`src/rtl/ioctl_load_sequencer.sv`:
```
// Steers the hps_io download stream into ROM, machine-select and DIP registers,
// and owns the game core reset across downloads and user reset requests.
module ioctl_load_sequencer #(
  parameter int unsigned ROM_AW      = 16,
  parameter int unsigned HOLD_CYCLES = 1024
) (
  input  logic               clk_sys,
  input  logic               reset,
  input  logic               ext_reset_req,
  input  logic               ioctl_download,
  input  logic               ioctl_wr,
  input  logic [24:0]        ioctl_addr,
  input  logic [7:0]         ioctl_dout,
  input  logic [7:0]         ioctl_index,
  output logic               rom_wr,
  output logic [ROM_AW-1:0]  rom_addr,
  output logic [7:0]         rom_data,
  output logic [7:0]         mod,
  output logic [63:0]        sw,
  output logic               core_reset,
  output logic               rom_valid,
  output logic               load_err
);

  localparam int unsigned HOLD_W = (HOLD_CYCLES > 1) ? $clog2(HOLD_CYCLES) : 1;
  localparam int unsigned CNT_W  = ROM_AW + 1;
  localparam logic [HOLD_W-1:0] HOLD_RELOAD = HOLD_W'(HOLD_CYCLES - 1);

  localparam logic [7:0] IDX_ROM = 8'd0;
  localparam logic [7:0] IDX_MOD = 8'd1;
  localparam logic [7:0] IDX_DIP = 8'd254;

  typedef enum logic [1:0] {
    S_IDLE,
    S_LOAD,
    S_HOLD,
    S_RUN
  } state_t;

  state_t              state_q, state_d;
  logic                dl_q, dl_d;
  logic [7:0]          load_idx_q, load_idx_d;
  logic [CNT_W-1:0]    cnt_q, cnt_d;
  logic [HOLD_W-1:0]   hold_q, hold_d;
  logic                rom_wr_q, rom_wr_d;
  logic [ROM_AW-1:0]   rom_addr_q, rom_addr_d;
  logic [7:0]          rom_data_q, rom_data_d;
  logic [7:0]          mod_q, mod_d;
  logic [63:0]         sw_q, sw_d;
  logic                core_reset_q, core_reset_d;
  logic                rom_valid_q, rom_valid_d;
  logic                load_err_q, load_err_d;
  logic                dl_rise, dl_fall, byte_ok;

  // Next-state, byte routing and core reset decode
  always_comb begin
    state_d      = state_q;
    dl_d         = ioctl_download;
    load_idx_d   = load_idx_q;
    cnt_d        = cnt_q;
    hold_d       = hold_q;
    rom_wr_d     = 1'b0;
    rom_addr_d   = rom_addr_q;
    rom_data_d   = rom_data_q;
    mod_d        = mod_q;
    sw_d         = sw_q;
    rom_valid_d  = rom_valid_q;
    load_err_d   = load_err_q;

    dl_rise = ioctl_download & ~dl_q;
    dl_fall = ~ioctl_download & dl_q;
    byte_ok = (state_q == S_LOAD) && ioctl_download && ioctl_wr;

    if (byte_ok) begin
      case (ioctl_index)
        IDX_ROM: begin
          if ((ioctl_addr >> ROM_AW) == 25'd0) begin
            rom_wr_d   = 1'b1;
            rom_addr_d = ioctl_addr[ROM_AW-1:0];
            rom_data_d = ioctl_dout;
            if (cnt_q != {CNT_W{1'b1}}) cnt_d = cnt_q + CNT_W'(1);
          end else begin
            load_err_d = 1'b1;
          end
        end
        IDX_MOD: if (ioctl_addr == 25'd0) mod_d = ioctl_dout;
        IDX_DIP: if (ioctl_addr < 25'd8) sw_d[{ioctl_addr[2:0], 3'b000} +: 8] = ioctl_dout;
        default: ;
      endcase
    end

    if (dl_rise) begin
      state_d    = S_LOAD;
      load_idx_d = ioctl_index;
      if (ioctl_index == IDX_ROM) begin
        cnt_d      = '0;
        load_err_d = 1'b0;
      end
    end else if ((state_q == S_LOAD) && dl_fall) begin
      if (load_idx_q == IDX_ROM) rom_valid_d = (cnt_q != '0) && !load_err_q;
      state_d = rom_valid_d ? S_HOLD : S_IDLE;
      hold_d  = HOLD_RELOAD;
    end else if (ext_reset_req && ((state_q == S_HOLD) || (state_q == S_RUN))) begin
      state_d = S_HOLD;
      hold_d  = HOLD_RELOAD;
    end else if (state_q == S_HOLD) begin
      if (hold_q == '0) state_d = S_RUN;
      else              hold_d  = hold_q - HOLD_W'(1);
    end

    core_reset_d = (state_d != S_RUN);
  end

  // dl_q resets high so a download still active across reset is not seen as a new edge
  always_ff @(posedge clk_sys) begin
    if (reset) begin
      state_q      <= S_IDLE;
      dl_q         <= 1'b1;
      load_idx_q   <= '0;
      cnt_q        <= '0;
      hold_q       <= '0;
      rom_wr_q     <= 1'b0;
      rom_addr_q   <= '0;
      rom_data_q   <= '0;
      mod_q        <= '0;
      sw_q         <= '0;
      core_reset_q <= 1'b1;
      rom_valid_q  <= 1'b0;
      load_err_q   <= 1'b0;
    end else begin
      state_q      <= state_d;
      dl_q         <= dl_d;
      load_idx_q   <= load_idx_d;
      cnt_q        <= cnt_d;
      hold_q       <= hold_d;
      rom_wr_q     <= rom_wr_d;
      rom_addr_q   <= rom_addr_d;
      rom_data_q   <= rom_data_d;
      mod_q        <= mod_d;
      sw_q         <= sw_d;
      core_reset_q <= core_reset_d;
      rom_valid_q  <= rom_valid_d;
      load_err_q   <= load_err_d;
    end
  end

  assign rom_wr     = rom_wr_q;
  assign rom_addr   = rom_addr_q;
  assign rom_data   = rom_data_q;
  assign mod        = mod_q;
  assign sw         = sw_q;
  assign core_reset = core_reset_q;
  assign rom_valid  = rom_valid_q;
  assign load_err   = load_err_q;

endmodule

```
`config.mk`:
```
export PLATFORM = sky130hd
export DESIGN_NAME = ioctl_load_sequencer
export DESIGN_NICKNAME = d
export VERILOG_FILES = /design/src/rtl/ioctl_load_sequencer.sv
export SDC_FILE = /design/constraint.sdc
export NUM_CORES = 1
export LEC_CHECK = 0
export CAP_MARGIN = 5
export CORE_UTILIZATION = 53
export DETAILED_ROUTE_END_ITERATION = 8
export PLACE_DENSITY = 0.85
export SYNTH_ARGS = -nofsm -noshare
export SYNTH_HDL_FRONTEND = slang
export SYNTH_SLANG_ARGS = --single-unit
```
`constraint.sdc`:
```
create_clock -name clk_sys -period 6.19 [get_ports clk_sys]
set_input_delay 1.5475 -clock clk_sys [delete_from_list [all_inputs] [get_ports clk_sys]]
set_output_delay 1.5475 -clock clk_sys [all_outputs]
set_load 0.01 [all_outputs]
```
==> impl_metrics.csv <==
group,metric,value,unit
synth,synth_largest_area_cell,"dfxtp_1",
critical_path,worst_path_largest_cell_delay,0.82,ns
detailed_routing,routed-wl-met3,1.032,mm
clocking,tritoncts.num_buffers,17,
final_layout,nFillCells,833,
final_layout,register_area,2763,um^2
final_layout,antenna_cells_inserted,0,
floorplanning,dieHeight,108.3,um
clocking,clock_tree_root,"clkbuf_16",
synth,syn_nets,728,
synth,yosys_most_used_dff,"dfxtp_1",
floorplanning,initial_utilization,54.75,%
detailed_routing,via_per_inst,5.891,
grt,track_usage,28.54,%
critical_path,critPathLaunchType,"input port",
final_layout,final_core_utilization,71.91,%
floorplanning,floorplan.die.width,108.3,um
detailed_routing,routed-wl-met2,8.262,mm
grt,first_global_vias,5390,
placed_design,finalWeightedCongestion,0.8348,
clocking,post_cts.repair.setup_buffers,0,
placed_design,dpl.cell_count,916,
synth,synth_seq_area_share,46.14,%
pwr,vdd_ir_drop_max,0.2032,mV
grt,maximum_number_of_pins_on_one_net_before_global_route_repair,120,
sta,actual_slew_at_the_worst_max_slew_pin,1.231,ns
placed_design,postPlaceCellArea,7297,um^2
detailed_routing,drtIter0Drc,455,
detailed_routing,routedLengthMet1,6.552,mm
clocking,clock_pin_slew_of_the_registers_on_the_worst_case_setup_and_hold_paths,0.05,ns
critical_path,cp_slowest_cell,"nor2b_1",
floorplanning,rows,38,
sta,achievable-frequency,203.2,MHz
sta,setup-violations-final,0,
synth,yosys.area.top_type_share,46.14,%
critical_path,path_class,"in2reg",
clocking,insertion_delay_to_the_later_sink_of_the_worst_skew_pair,0.43,ns
synth,gate_count_after_technology_mapping,677,
synth,synthMostInstantiatedCell,"dfxtp_1",
clocking,cts_num_sinks,138,
synth,post_synthesis_cell_area,5987,um^2
sta,hold_viol,0,
clocking,tritoncts_clock_tree,"yes",
clocking,h-tree-depth,4,
final_layout,share_of_layout_cells_above_drive_strength_1,6.188,%
synth,synth.lib_cells_used.distinct,54,
critical_path,timing.critical_path.mode_cell,"ha_1",
detailed_routing,antenna_violating_nets_post_route,0,
pwr,power.static_leakage,2.573,nW
synth,synthesized_area_per_cell,8.843,um^2
job,max_cap_viols,0,
worst_hold_path,hold_class,"reg2reg",
detailed_routing,dr.max_layer_used,"met4",
floorplanning,die_area,11730,um^2
synth,postSynth.asyncResetShare,0,%
sta,clock-skew-final,0.006808,ns
sta,grt_setup_unrepaired,"no",
synth,synth.yosys.warnings,0,
floorplanning,core_area,10940,um^2
critical_path,crit_path_end_kind,"flip-flop",
critical_path,timing.critical_path.required,6.43,ns
sta,finalSetupTns,0,ns
detailed_routing,drt_wl_total,16.37,mm
sta,final.period_utilization,79.49,%
clocking,postCtsHoldBufs,0,
sta,slew_headroom,17.92,%
critical_path,critical_path.max_fanout,16,
sta,fin_crit,4.920,ns
synth,postSynthRegisterBits,138,
final_layout,area_overhead_of_the_layout_relative_to_synthesis,31.35,%
status,run_status,"finished clean",
floorplanning,ios,146,
critical_path,worstPathCellList,"clkdlybuf4s50_1 > inv_1 > ha_1 > ha_1 > nor2b_1 > o21ai_0 > or4_1 > o21ai_1 > a21oi_1",
sta,final-max-slew-violation-count,0,
placed_design,place_hpwl,11.06,mm
final_layout,final_area,7864,um^2
final_layout,stdcell_count,948,
pwr,power-per-cell-area,249.9,nW/um^2
final_layout,net_count_of_the_finished_layout,846,
synth,synth_top_cells_by_area,"dfxtp_1 46%, a21oi_1 7.5%, mux2i_1 6.9%",
synth,number_of_enable_flip_flop_cells_after_synthesis,0,
grt,antenna_found_initial,0,
grt,grt_pass1_wl,25.85,mm
detailed_routing,routed_wire_length_per_instance,17.26,um
detailed_routing,dr_total_vias,5585,
detailed_routing,firstDrtPassIters,5,
final_layout,multi_input_area,2831,um^2
detailed_routing,drc,0,
synth,ys_top_cells_by_count,"138 x dfxtp_1, 97 x nand2_1, 90 x a21oi_1",
clocking,max-clock-path-buffers,2,
critical_path,timing.critical_path.arrival,5.16,ns
clocking,ctsResizeCount,0,
grt,grt_overflow_total,0,
placed_design,portBuffers,145,
==> state kept, by name, summed over array words and instances, names as in the netlist <==
name and flops:
hold_q 10, load_err 1, mod 8, state_q 2
core_reset 1, load_idx_q 8, rom_wr 1, rom_addr 16
cnt_q 17, dl_q 1, rom_valid 1, sw 64
rom_data 8
==> cell families (layout without fill, tap and decap cells) <==
kind of cell	after synthesis	in the layout	share of synthesized area, %
compound gates	142	142	13.29
flops	138	138	46.14
mux	41	41	6.855
xor+xnor	7	7	1.024
buf+inv	64	195	6.562
simple gates	280	280	25.08
fa+ha+maj	5	5	1.045
==> layer usage <==
layer  up-vias  global-route usage (%)
met5         -                       0
met2       216                   49.18
li1       2642                       -
met3        47                   7.715
met4         0                   14.96
met1      2680                   32.19
==> per-stage QoR <==
step / worst slack [ns] / hold WS, ns / power [mW]
after global routing: 1.018 / 0.4712 / 2.017
after CTS: 1.300 / 0.4530 / 1.968
after global placement: 1.270 / 0.4379 / 1.018
after floorplan: 2.459 / 0.4360 / 0.9812
final: 1.270 / 0.4515 / 1.965
after detailed placement: 0.9365 / 0.4443 / 1.022
==> cell type report <==
type / count / area share, %
clock inverters: 11 / 1.225
inverters: 15 / 0.7160
repair buffers: 148 / 18.71
clock buffers: 21 / 5.982
multi-input cells: 475 / 36.01
flip-flops and latches: 138 / 35.13
well taps: 140 / 2.228
==> critical path: cells and delay by family <==
family	cells	cell delay, ns
and+or+nand+nor	2	1.45
buffers and inverters	2	0.86
AOI/OAI and AO/OA	3	0.57
adders and majority gates	2	0.72
==> report_power, final <==
group	total, mW	switching (mW)	internal, mW
logic	0.107	0.0640	0.0432
registers	0.899	0.00466	0.894
clock network	0.959	0.378	0.581
total	1.96	0.446	1.52
==> path summary, 6_finish.rpt <==
check                start            to  slack (ns)  cells after the start
max          ioctl_addr[0]        sw[36]        1.27                      9
min           rom_addr[11]  rom_addr[11]        0.45                      2
max reg2reg     state_q[1]     cnt_q[10]        3.65                      5
min reg2reg   rom_addr[11]  rom_addr[11]        0.45                      2
==> cells in the final DEF, fill, tap and decap left out, types with 14 or more instances in the layout <==
master | Yosys | layout
or4_1 | 14 | 14
nand4_1 | 21 | 21
nor2_1 | 58 | 58
nand3_1 | 15 | 15
mux2i_1 | 41 | 41
inv_1 | 14 | 14
nand2_1 | 97 | 97
o21ai_1 | 21 | 21
a21oi_1 | 90 | 90
clkbuf_16 | 0 | 17
clkdlybuf4s50_1 | 0 | 144
dfxtp_1 | 138 | 138
Power figures use the tool's default switching activity.
